===== src/rtl/i2s_pkg.sv =====
// Shared I2S definitions used by both the transmitter and the receiver.
package i2s_pkg;
  localparam int DEFAULT_WIDTH = 16;

  function automatic int frame_len(input int width);
    return 2 * width;
  endfunction

  function automatic int cnt_bits(input int width);
    return $clog2(2 * width);
  endfunction
endpackage


===== src/rtl/i2s_frame_ctr.sv =====
// Frame bit counter for I2S; also derives the next-cycle word select and the wrap strobe.
module i2s_frame_ctr
  import i2s_pkg::*;
#(
  parameter int WIDTH = DEFAULT_WIDTH
) (
  input  logic                           sclk,
  input  logic                           rst,
  output logic [cnt_bits(WIDTH)-1:0]     bit_cnt,
  output logic                           ws_next,
  output logic                           wrap
);
  localparam int CW = cnt_bits(WIDTH);
  localparam logic [CW-1:0] LAST = CW'(frame_len(WIDTH) - 1);

  logic [CW-1:0] bit_cnt_q, bit_cnt_d;

  // ws leads each channel's MSB by one bit, so it is 1 from the left LSB to the right bit before LSB.
  always_comb begin
    wrap      = (bit_cnt_q == LAST);
    bit_cnt_d = wrap ? '0 : bit_cnt_q + CW'(1);
    ws_next   = (bit_cnt_d >= CW'(WIDTH - 1)) && (bit_cnt_d != LAST);
  end

  always_ff @(negedge sclk) begin
    if (rst) bit_cnt_q <= LAST;
    else     bit_cnt_q <= bit_cnt_d;
  end

  assign bit_cnt = bit_cnt_q;
endmodule


===== src/rtl/i2s_tx.sv =====
// I2S transmitter: one-deep holding register, frame load at wrap, MSB-first serialiser.
module i2s_tx
  import i2s_pkg::*;
#(
  parameter int WIDTH = DEFAULT_WIDTH
) (
  input  logic             sclk,
  input  logic             rst,
  input  logic [WIDTH-1:0] left_in,
  input  logic [WIDTH-1:0] right_in,
  input  logic             in_valid,
  output logic             in_ready,
  output logic             ws,
  output logic             sdata,
  output logic             underrun
);
  localparam int CW = cnt_bits(WIDTH);

  logic [CW-1:0]    bit_cnt, bit_nxt, idx;
  logic             ws_next, wrap, accept;
  logic [WIDTH-1:0] sel_word, shifted;

  logic [WIDTH-1:0] hold_left_q, hold_left_d, hold_right_q, hold_right_d;
  logic [WIDTH-1:0] frame_left_q, frame_left_d, frame_right_q, frame_right_d;
  logic             hold_full_q, hold_full_d, started_q, started_d;
  logic             in_ready_q, in_ready_d, ws_q, ws_d;
  logic             sdata_q, sdata_d, underrun_q, underrun_d;

  i2s_frame_ctr #(.WIDTH(WIDTH)) u_frame_ctr (
    .sclk    (sclk),
    .rst     (rst),
    .bit_cnt (bit_cnt),
    .ws_next (ws_next),
    .wrap    (wrap)
  );

  always_comb begin
    accept        = in_valid & in_ready_q;
    hold_left_d   = hold_left_q;
    hold_right_d  = hold_right_q;
    hold_full_d   = hold_full_q;
    started_d     = started_q;
    frame_left_d  = frame_left_q;
    frame_right_d = frame_right_q;
    underrun_d    = 1'b0;

    if (wrap) begin
      frame_left_d  = hold_full_q ? hold_left_q  : '0;
      frame_right_d = hold_full_q ? hold_right_q : '0;
      hold_full_d   = 1'b0;
      underrun_d    = !hold_full_q && started_q;
    end
    // An accept on the wrap edge only fills holding; the frame just loaded stays as decided above.
    if (accept) begin
      hold_left_d  = left_in;
      hold_right_d = right_in;
      hold_full_d  = 1'b1;
      started_d    = 1'b1;
    end
    in_ready_d = !hold_full_d;

    bit_nxt = wrap ? '0 : bit_cnt + CW'(1);
    if (bit_nxt < CW'(WIDTH)) begin
      sel_word = frame_left_d;
      idx      = CW'(WIDTH - 1) - bit_nxt;
    end else begin
      sel_word = frame_right_d;
      idx      = CW'(2 * WIDTH - 1) - bit_nxt;
    end
    shifted = sel_word >> idx;
    sdata_d = shifted[0];
    ws_d    = ws_next;
  end

  always_ff @(negedge sclk) begin
    if (rst) begin
      hold_left_q   <= '0;
      hold_right_q  <= '0;
      hold_full_q   <= 1'b0;
      started_q     <= 1'b0;
      frame_left_q  <= '0;
      frame_right_q <= '0;
      in_ready_q    <= 1'b0;
      ws_q          <= 1'b0;
      sdata_q       <= 1'b0;
      underrun_q    <= 1'b0;
    end else begin
      hold_left_q   <= hold_left_d;
      hold_right_q  <= hold_right_d;
      hold_full_q   <= hold_full_d;
      started_q     <= started_d;
      frame_left_q  <= frame_left_d;
      frame_right_q <= frame_right_d;
      in_ready_q    <= in_ready_d;
      ws_q          <= ws_d;
      sdata_q       <= sdata_d;
      underrun_q    <= underrun_d;
    end
  end

  assign in_ready = in_ready_q;
  assign ws       = ws_q;
  assign sdata    = sdata_q;
  assign underrun = underrun_q;
endmodule


===== config.mk =====
export PLATFORM = sky130hd
export DESIGN_NAME = i2s_tx
export DESIGN_NICKNAME = d
export VERILOG_FILES = /design/src/rtl/i2s_pkg.sv /design/src/rtl/i2s_frame_ctr.sv /design/src/rtl/i2s_tx.sv
export SDC_FILE = /design/constraint.sdc
export NUM_CORES = 1
export LEC_CHECK = 0
export BUFFER_PORTS_ARGS = -buffer_cell sky130_fd_sc_hd__buf_4
export CELL_PAD_IN_SITES_DETAIL_PLACEMENT = 0
export CELL_PAD_IN_SITES_GLOBAL_PLACEMENT = 1
export CORE_ASPECT_RATIO = 1.25
export CORE_MARGIN = 3
export CORE_UTILIZATION = 40
export CTS_BUF_LIST = sky130_fd_sc_hd__clkbuf_8
export DETAILED_ROUTE_END_ITERATION = 10
export GPL_ROUTABILITY_DRIVEN = 0
export PLACE_DENSITY = 0.8
export SETUP_SLACK_MARGIN = 0.4
export SLEW_MARGIN = 20
export SYNTH_ARGS = -nofsm -noshare
export SYNTH_HDL_FRONTEND = slang
export SYNTH_SLANG_ARGS = --single-unit

===== constraint.sdc =====
create_clock -name sclk -period 2.21 [get_ports sclk]
set_input_delay 0.1105 -clock sclk [delete_from_list [all_inputs] [get_ports sclk]]
set_output_delay 0.1105 -clock sclk [all_outputs]
set_load 0.01 [all_outputs]

==> results of run 1 <==
## cell type report
type                            instances  area [um^2]  share of cell area, %
Clock buffer                            9          124                   2.94
Timing Repair Buffer                   58          488                   11.6
Tap cell                               92          115                   2.73
Multi-Input combinational cell        291         1570                   37.2
Clock inverter                         81          392                   9.30
Sequential cell                        75         1510                   35.9
Inverter                                4         15.0                  0.356
## sequential cells by signal, indices dropped and copies added (netlist names)
| signal | flops |
|---|---|
| started_q | 1 |
| frame_right_q | 16 |
| frame_left_q | 16 |
| underrun | 1 |
| hold_left_q | 16 |
| u_frame_ctr.bit_cnt | 5 |
| hold_right_q | 16 |
| hold_full_q | 1 |
| ws | 1 |
| sdata | 1 |
| in_ready | 1 |
## cell usage in the layout, fill, tap and decap left out, drive strengths merged, types with 2 or more instances in the layout
master,n
bufinv,3
inv,81
dfxtp,75
and2,4
nor3,4
a31oi,4
nor2,9
mux2i,9
or2,3
nand3b,2
o21ai,5
nand4b,2
nor2b,3
a22oi,3
nor4b,2
mux2,2
nand3,32
clkbuf,9
buf,58
nand2b,3
a211oi,2
nand2,111
a21oi,70
## synthesized netlist by cell type, drive strengths merged
cell / n / area (um^2)
mux2i: 9 / 90.1
mux2: 2 / 22.5
nand3b: 2 / 15.0
nand2: 111 / 417
a22oi: 3 / 22.5
a221o: 1 / 10.0
xor2: 1 / 8.76
nor3: 4 / 20.0
o21ai: 5 / 25.0
nor4: 1 / 6.26
or3: 1 / 6.26
nand2b: 3 / 18.8
mux4: 1 / 22.5
buf: 11 / 72.6
nor2: 9 / 33.8
clkbuf: 23 / 86.3
o22ai: 1 / 6.26
and3: 1 / 6.26
nor2b: 3 / 18.8
nor4b: 2 / 23.8
a311oi: 1 / 8.76
and4: 1 / 11.3
dfxtp: 75 / 1500
xnor2: 1 / 8.76
or4: 1 / 7.51
nand4: 1 / 6.26
nand3: 32 / 160
inv: 5 / 18.8
a21boi: 1 / 7.51
or2: 3 / 18.8
ha: 1 / 12.5
a211oi: 2 / 15.0
a21oi: 70 / 350
maj3: 1 / 10.0
nand4b: 2 / 17.5
o311ai: 1 / 8.76
a221oi: 1 / 8.76
a211o: 1 / 8.76
o31ai: 1 / 7.51
o21bai: 1 / 7.51
a32o: 1 / 10.0
a31oi: 4 / 25.0
and2: 4 / 27.5
## kinds of logic after synthesis
logic type | count (synthesis) | synth area share [%]
and+or+nand+nor | 181 | 25.5
adders and majority gates | 2 | 0.706
muxes | 12 | 4.24
AOI/OAI and AO/OA | 94 | 16.4
buffers and inverters | 39 | 5.57
xor gates and xnor gates | 2 | 0.549
DFF | 75 | 47.1
## metal layers
metal,vias up,wire (um)
li1,1598,-
met1,1456,3470
met2,58,4180
met3,15,333
met4,0,198
met5,-,0
## what timing repair did
action                                  in CTS  in global routing
pin swaps                                    3                  3
buffers inserted                             2                  3
cloned                                       0                  0
hold buffers                                 0                  0
gates resized for setup                     15                  6
endpoints found under the setup margin      30                  5
## how the worst max path moves through the flow
stage	to	slack [ns]	depth (start not counted)
CTS	sdata	0.15	1
global placement	in_ready	0.20	4
floorplan	sdata	0.22	10
finish	sdata	0.16	1
global route	sdata	0.12	1
detailed placement	sdata	0.18	6
## where the power goes
group          switching (mW)  internal (mW)
Combinational           0.796          0.585
Clock                   0.857          0.923
Sequential             0.0881           1.47
Total                    1.74           2.98
==> out/qor.yml, run 1 <==
clock_path_buffers: 2
power_per_cell_area_nw_per_um2: 1120
grt_use_met3_pct: 6.80
firstDrtPassIters: 4
synth_warnings: 0
path_max_fanout: 1
worstReg2RegStart: "u_frame_ctr.bit_cnt[1]"
ff2ff_path_depth: 6
grt_pass1_vias: 3147
hold_start: "hold_right_q[0]"
stdcell_count: 610
status: "completed"
crit_family: "flip-flops"
insertedDiodeCount: 0
r2r_end: "sdata"
drv_slew: 0
num_rows: 35
total_power_mw: 4.72
clk_latency_ns: 0.41
dp_hpwl_um: 5220
clk_pin_slew_worst_paths_ns: 0.04
syn_avg_cell_area_um2: 7.88
finalCoreUtilization_pct: 55.6
cts-root-buf: "clkbuf_8"
synth_seq_cells: 75
io_buffers: 38
wl_um: 8180
worst_slew_pin_slew_ns: 0.478
hold-path-cell-count: 2
synthesis.nets: 441
finClkSkew_ns: 0.0187
netlist_area_um2: 3190
final_hold_viol_count: 0
grt.busiest_layer: "met2"
critical_path_buf_inv_count: 1
cts_sinks: 75
cts_tree: "built"
cp_data_arrival_time_ns: 1.94
use_met1_pct: 21.3
tns_ns: 0
max_slew_margin_pct: 68.2
initial_utilization_pct: 42.1
viasPerCell: 5.13
timing.hold.ws_ns: 0.449
ios: 39
worst-setup-path-type: "flop to primary output"
grt_use_met2_pct: 30.0
drive_gt1_share_pct: 18.9
num-nets-final: 550
antenna_found_initial: 0
cts_max_level: 3
fin_area_um2: 4210
detail-route-antenna-nets: 0
wl_per_cell_um: 13.4
placedCellCount: 516
die_x_um: 85.9
p_leak_nw: 1.86
drv_cap: 0
hold_end: "hold_right_q[0]"
fill_cells: 726
setup_ws_ns: 0.162
path_cells: "buf_6"
startpoint_type: "flop"
setup_viol: 0
rrSetupSlack_ns: 0.36
grt-ovfl-total: 0
drt_iter0_markers: 203
peakVddDrop_uv: 518
die_area_um2: 9090
rsz0062_at_grt: "yes"
grtUsageTotal_pct: 19.0
die_y_um: 106
required_ns: 2.10
grt_pass1_wl_um: 13700
min_path_type: "flop to flop"
synth.distinct_cells: 48
placed_area_um2: 3600
drc: 0
syn2layout_area_growth_pct: 32.0
pre_cts_ws_ns: 0.177
syn_inst: 405
numCtsBuffers: 9
grt_max_degree: 40
crit_path_top_delay_cell: "dfxtp_2"
seq_area_frac_synth_pct: 47.1
slowest_delay_ns: 0.32
critPathLaunch: "sdata"
core_um2: 7580
cp-end-kind: "primary output"
num_vias: 3127
Note: power is estimated with default switching activity, not from simulation.
==> run 2, diff against run 1 <==
--- a/config.mk
+++ b/config.mk
@@ -5,16 +5,17 @@
 export SDC_FILE = /design/constraint.sdc
 export NUM_CORES = 1
 export LEC_CHECK = 0
+export ABC_AREA = 1
 export BUFFER_PORTS_ARGS = -buffer_cell sky130_fd_sc_hd__buf_4
 export CELL_PAD_IN_SITES_DETAIL_PLACEMENT = 0
 export CELL_PAD_IN_SITES_GLOBAL_PLACEMENT = 1
 export CORE_ASPECT_RATIO = 1.25
 export CORE_MARGIN = 3
-export CORE_UTILIZATION = 40
+export CORE_UTILIZATION = 39
 export CTS_BUF_LIST = sky130_fd_sc_hd__clkbuf_8
 export DETAILED_ROUTE_END_ITERATION = 10
 export GPL_ROUTABILITY_DRIVEN = 0
-export PLACE_DENSITY = 0.8
+export PLACE_DENSITY = 0.79
 export SETUP_SLACK_MARGIN = 0.4
 export SLEW_MARGIN = 20
 export SYNTH_ARGS = -nofsm -noshare
==> out/qor.yml, run 2 <==
status: "completed"
wl_um: 7820  # -4.4%
firstDrtPassIters: 5  # +1
min_path_type: "flop to flop"
yosys.area.top_type_share_pct: 46.3  # -0.71 points
grtUsageTotal_pct: 17.2  # -1.7 points
final_common_cell: "inv_1"
crit_path_top_delay_cell: "dfxtp_2"
total_power_mw: 5.68  # +20%
antenna_found_initial: 0  # unchanged
clk_latency_ns: 0.40  # about the same
die_y_um: 108  # +1.9%
die_area_um2: 9440  # +3.9%
ys.flop_type: "dfxtp_1"
drive_gt1_share_pct: 17.0  # -1.9 points
ios: 39  # unchanged
seq_area_frac_synth_pct: 46.3  # -0.71 points
synthTopCellsByArea: "dfxtp_1 (46%), nand2_1 (8.8%), nor2_1 (8.3%), nand3_1 (6.3%), a21oi_1 (6.0%)"
required_ns: 2.10  # about the same
cts_tree: "built"
synth_edf_count: 0  # unchanged
grt_pass1_wl_um: 12900  # -5.8%
p_leak_nw: 2.21  # +19%
viasPerCell: 4.78  # -6.7%
finalCoreUtilization_pct: 54.2  # -1.4 points
fin_area_um2: 4300  # +2.0%
cts_max_level: 3  # unchanged
slowest_delay_ns: 0.31  # about the same
stdcell_count: 659  # +8.0%
clk_pin_slew_worst_paths_ns: 0.04  # about the same
worst_slew_pin_slew_ns: 0.478  # +0.000150 ns
drc: 0  # unchanged
max_slew_margin_pct: 68.1  # about the same
peakVddDrop_uv: 719  # +39%
placedCellCount: 558  # +8.1%
synth.distinct_cells: 23  # -52%
netlist_area_um2: 3240  # +1.5%
rsz0062_at_grt: "yes"
pre_cts_ws_ns: 0.210  # +0.0328 ns
tns_ns: 0  # unchanged
fill_cells: 773  # +6.5%
startpoint_type: "flop"
syn_avg_cell_area_um2: 7.30  # -7.4%
placed_area_um2: 3610  # +0.24%
grt_pass1_vias: 3050  # -3.1%
insertedDiodeCount: 0  # unchanged
grt-ovfl-total: 0  # unchanged
worst-setup-path-type: "flop to primary output"
detail-route-antenna-nets: 0  # unchanged
synth_seq_cells: 75  # unchanged
power_per_cell_area_nw_per_um2: 1320  # +18%
synth_warnings: 0  # unchanged
setup_viol: 0  # unchanged
wl_per_cell_um: 11.9  # -12%
die_x_um: 87.5  # +1.9%
num_vias: 3152  # +0.80%
cp_data_arrival_time_ns: 1.93  # about the same
finClkSkew_ns: 0.0157  # -0.00303 ns
syn_inst: 444  # +9.6%
path_max_fanout: 2  # +1
crit_family: "flip-flops"
clock_path_buffers: 2  # unchanged
critical_path_buf_inv_count: 1  # unchanged
setup_ws_ns: 0.174  # +0.0120 ns
cts-root-buf: "clkbuf_8"
ys_top_cells_by_count: "nand2_1 (76), dfxtp_1 (75), nor2_1 (72), inv_1 (45), nand3_1 (41)"
grt_max_degree: 39  # -2.5%
syn2layout_area_growth_pct: 32.7
synth.largest_area_cell: "dfxtp_1"
final_hold_viol_count: 0  # unchanged
num-nets-final: 595  # +8.2%
drv_slew: 0  # unchanged
drv_cap: 0  # unchanged
cts_sinks: 75  # unchanged
synthesis.nets: 480  # +8.8%
drt_iter0_markers: 127  # -37%
numCtsBuffers: 9  # unchanged
path_cells: "buf_6"
io_buffers: 38  # unchanged
cp-end-kind: "primary output"
dp_hpwl_um: 5150  # -1.3%
initial_utilization_pct: 40.9  # -1.3 points
synthMostInstantiatedCell: "nand2_1"
core_um2: 7930  # +4.6%
ys_async_sr_fraction_pct: 0  # unchanged
mostFrequentLayoutCells: "inv_1 (118), nand2_1 (75), nor2_1 (71), dfxtp_1 (70), buf_4 (46)"
timing.hold.ws_ns: 0.438  # -0.0103 ns
num_rows: 36  # +2.9%
-- run 2: cell count changes in the layout (fill, tap and decap cells not counted), moves of 5 or more --
cell | before | now
nor2_1 | 9 | 71
inv_1 | 79 | 118
nand2_1 | 110 | 75
a21oi_1 | 68 | 39
o21ai_0 | 4 | 32
a211oi_1 | 1 | 15
mux2i_1 | 9 | 0
nand3_1 | 32 | 41
buf_4 | 51 | 46
nand3_2 | 0 | 5
-- run 2: where the power goes --
group          internal [mW]  switching [mW]  total (mW)
registers               1.61           0.144        1.75
logic                  0.966            1.35        2.31
clock network          0.722           0.896        1.62
total                   3.30            2.39        5.68
-- run 2: final timing paths --
| check | start | depth (start not counted) | to | slack, ns |
|---|---|---|---|---|
| max reg2reg | u_frame_ctr.bit_cnt[1] | 12 | sdata | 0.52 |
| min | started_q | 2 | underrun | 0.44 |
| max | in_ready | 1 | in_ready | 0.17 |
| min reg2reg | started_q | 2 | underrun | 0.44 |
-- run 2: cells by family after synthesis --
family | Yosys count | share of synthesized area (%)
AOI/OAI and AO/OA | 86 | 14.4
DFF | 75 | 46.3
and+or+nand+nor | 206 | 28.6
adders and majority gates | 1 | 0.386
xor gates and xnor gates | 1 | 0.270
buffers and inverters | 75 | 9.93
-- run 2: cell type report --
| cell class | instances | area [um^2] | area share (%) |
|---|---|---|---|
| clock buffer | 9 | 124 | 2.88 |
| clock inverter | 82 | 365 | 8.50 |
| inverter | 45 | 169 | 3.93 |
| multi-input combinational | 294 | 1460 | 33.9 |
| sequential | 75 | 1510 | 35.1 |
| tap | 95 | 119 | 2.77 |
| timing repair buffer | 59 | 557 | 13.0 |
-- run 2: per-layer routing --
| metal | part of all wire (%) | track usage [%] | vias up |
|---|---|---|---|
| met5 | 0 | 0 | - |
| met4 | 1.7 | 10.1 | 0 |
| met3 | 3.8 | 7.12 | 9 |
| met2 | 51 | 27.7 | 66 |
| met1 | 44 | 18.7 | 1410 |
| li1 | - | - | 1667 |
-- run 2: what timing repair did --
item	4_1_cts	5_1_grt
resized for setup	12	8
gates cloned	0	1
setup buffers	3	7
hold buffers	0	0
endpoints found under the setup margin	5	5
pin swaps	1	2
==> run 3, diff against run 2 <==
--- a/config.mk
+++ b/config.mk
@@ -11,11 +11,10 @@
 export CELL_PAD_IN_SITES_GLOBAL_PLACEMENT = 1
 export CORE_ASPECT_RATIO = 1.25
 export CORE_MARGIN = 3
-export CORE_UTILIZATION = 39
+export CORE_UTILIZATION = 33
 export CTS_BUF_LIST = sky130_fd_sc_hd__clkbuf_8
 export DETAILED_ROUTE_END_ITERATION = 10
-export GPL_ROUTABILITY_DRIVEN = 0
-export PLACE_DENSITY = 0.79
+export PLACE_DENSITY = 0.69
 export SETUP_SLACK_MARGIN = 0.4
 export SLEW_MARGIN = 20
 export SYNTH_ARGS = -nofsm -noshare
==> out/qor.yml, run 3 (synthesized netlist as in run 2, its figures left out) <==
setup_viol: 0  # unchanged
grt-ovfl-total: 0  # unchanged
critPathLaunch: "in_ready"
syn2layout_area_growth_pct: 36.2
rsz0062_at_grt: "yes"
crit_path_end: "in_ready"
drt_iter0_markers: 127  # unchanged
die_y_um: 117  # +8.2%
startpoint_type: "flop"
cp-end-kind: "primary output"
die_x_um: 94.6  # +8.1%
wl_per_cell_um: 11.8  # -0.55%
num_rows: 39  # +8.3%
crit_family: "flip-flops"
cts_tree: "built"
num_vias: 3218  # +2.1%
initial_utilization_pct: 34.6  # -6.3 points
rrSetupSlack_ns: 0.56  # +0.04 ns
clk_pin_slew_worst_paths_ns: 0.03  # about the same
num-nets-final: 598  # +0.50%
ff_latch_area_um2: 1510  # +0.33%
r2r_end: "sdata"
drc: 0  # unchanged
grt_pass1_vias: 3221  # +5.6%
core_um2: 9370  # +18%
p_leak_nw: 2.24  # +1.5%
crit_path_top_delay_cell: "dfxtp_2"
firstDrtPassIters: 4  # -1
mostFrequentLayoutCells: "inv_1 (118), nor2_1 (71), dfxtp_1 (68), nand2_1 (66), buf_4 (50)"
ff2ff_path_depth: 12  # unchanged
dp_hpwl_um: 5410  # +5.0%
multi_input_area_um2: 1530  # +5.1%
cts_sinks: 75  # unchanged
antenna_found_initial: 0  # unchanged
cts-root-buf: "clkbuf_8"
critical_path_buf_inv_count: 1  # unchanged
ios: 39  # unchanged
setup_ws_ns: 0.179  # +0.00577 ns
grt_max_degree: 38  # -2.6%
detail-route-antenna-nets: 0  # unchanged
tns_ns: 0  # unchanged
wl_um: 8140  # +4.1%
required_ns: 2.10  # about the same
stdcell_count: 690  # +4.7%
io_buffers: 38  # unchanged
final_common_cell: "inv_1"
pre_cts_ws_ns: 0.220  # +0.00933 ns
drive_gt1_share_pct: 20.8  # +3.8 points
final_hold_viol_count: 0  # unchanged
clock_path_buffers: 2  # unchanged
finClkSkew_ns: 0.0164  # +0.000691 ns
worst_slew_pin_slew_ns: 0.318  # -0.159 ns
grtUsageTotal_pct: 15.6  # -1.7 points
die_area_um2: 11000  # +17%
slowest_delay_ns: 0.31  # about the same
insertedDiodeCount: 0  # unchanged
min_path_type: "flop to flop"
drv_cap: 0  # unchanged
numCtsBuffers: 9  # unchanged
viasPerCell: 4.66  # -2.5%
status: "completed"
place_congestion: 0.806
cp.depth: 1  # unchanged
fill_cells: 1013  # +31%
worst-setup-path-type: "flop to primary output"
hold_start: "started_q"
path_cells: "buf_6"
max_slew_margin_pct: 78.7  # +11 points
cp_data_arrival_time_ns: 1.92  # about the same
clk_latency_ns: 0.40  # about the same
power_per_cell_area_nw_per_um2: 1320  # -0.18%
cts_max_level: 3  # unchanged
placedCellCount: 588  # +5.4%
grt_pass1_wl_um: 13600  # +5.3%
worstReg2RegStart: "u_frame_ctr.bit_cnt[1]"
peakVddDrop_uv: 451  # -37%
drv_slew: 0  # unchanged
path_max_fanout: 2  # unchanged
[run 3: routing by layer]
metal  GRT usage (%)  wire length, um  share of wire (%)  up-vias
met4            11.0              223                2.7        0
met3            6.33              273                3.4       15
met5               0                0                  0        -
li1                -                -                  -     1673
met1            16.4             3620                 44     1472
met2            25.3             4020                 49       58
[run 3: power breakdown]
group	switching (mW)	leakage, nW	internal [mW]	total [mW]
registers	0.140	0.615	1.61	1.75
clock network	0.876	0.503	0.709	1.59
logic	1.44	1.12	1.04	2.48
total	2.45	2.24	3.37	5.82
[run 3: worst min path at each step]
stage / depth (start not counted) / endpoint / slack (ns)
2_1_floorplan: 2 / underrun / 0.42
3_3_place_gp: 2 / underrun / 0.45
3_5_place_dp: 2 / underrun / 0.45
4_1_cts: 2 / underrun / 0.45
5_1_grt: 2 / underrun / 0.47
6_report: 2 / underrun / 0.44
[run 3: area by class of cell]
| cell class | count | share of cell area (%) |
|---|---|---|
| clock buffers | 9 | 2.81 |
| clock inverters | 82 | 8.06 |
| inverters | 45 | 3.83 |
| multi-input cells | 295 | 34.7 |
| flip-flops and latches | 75 | 34.3 |
| well taps | 123 | 3.49 |
| repair buffers | 61 | 12.8 |
[run 3: stage by stage]
| stage | instance area [um^2] | util (%) | power (mW) | hold slack, ns |
|---|---|---|---|---|
| 2_1_floorplan | 3260 | - | 3.49 | 0.422 |
| 3_3_place_gp | 3650 | 38.9 | 3.97 | 0.445 |
| 3_5_place_dp | 3650 | 38.9 | 3.96 | 0.446 |
| 4_1_cts | 4200 | 44.8 | 5.55 | 0.453 |
| 5_1_grt | 4410 | 47.1 | 6.40 | 0.472 |
| 6_report | 4410 | 47.1 | 5.82 | 0.445 |
[run 3: what timing repair did]
action / in CTS / in global routing
resized for setup: 10 / 32
buffers inserted: 3 / 7
endpoints found under the setup margin: 5 / 7
pin swaps: 1 / 10
cloned: 0 / 2
hold buffers: 0 / 0
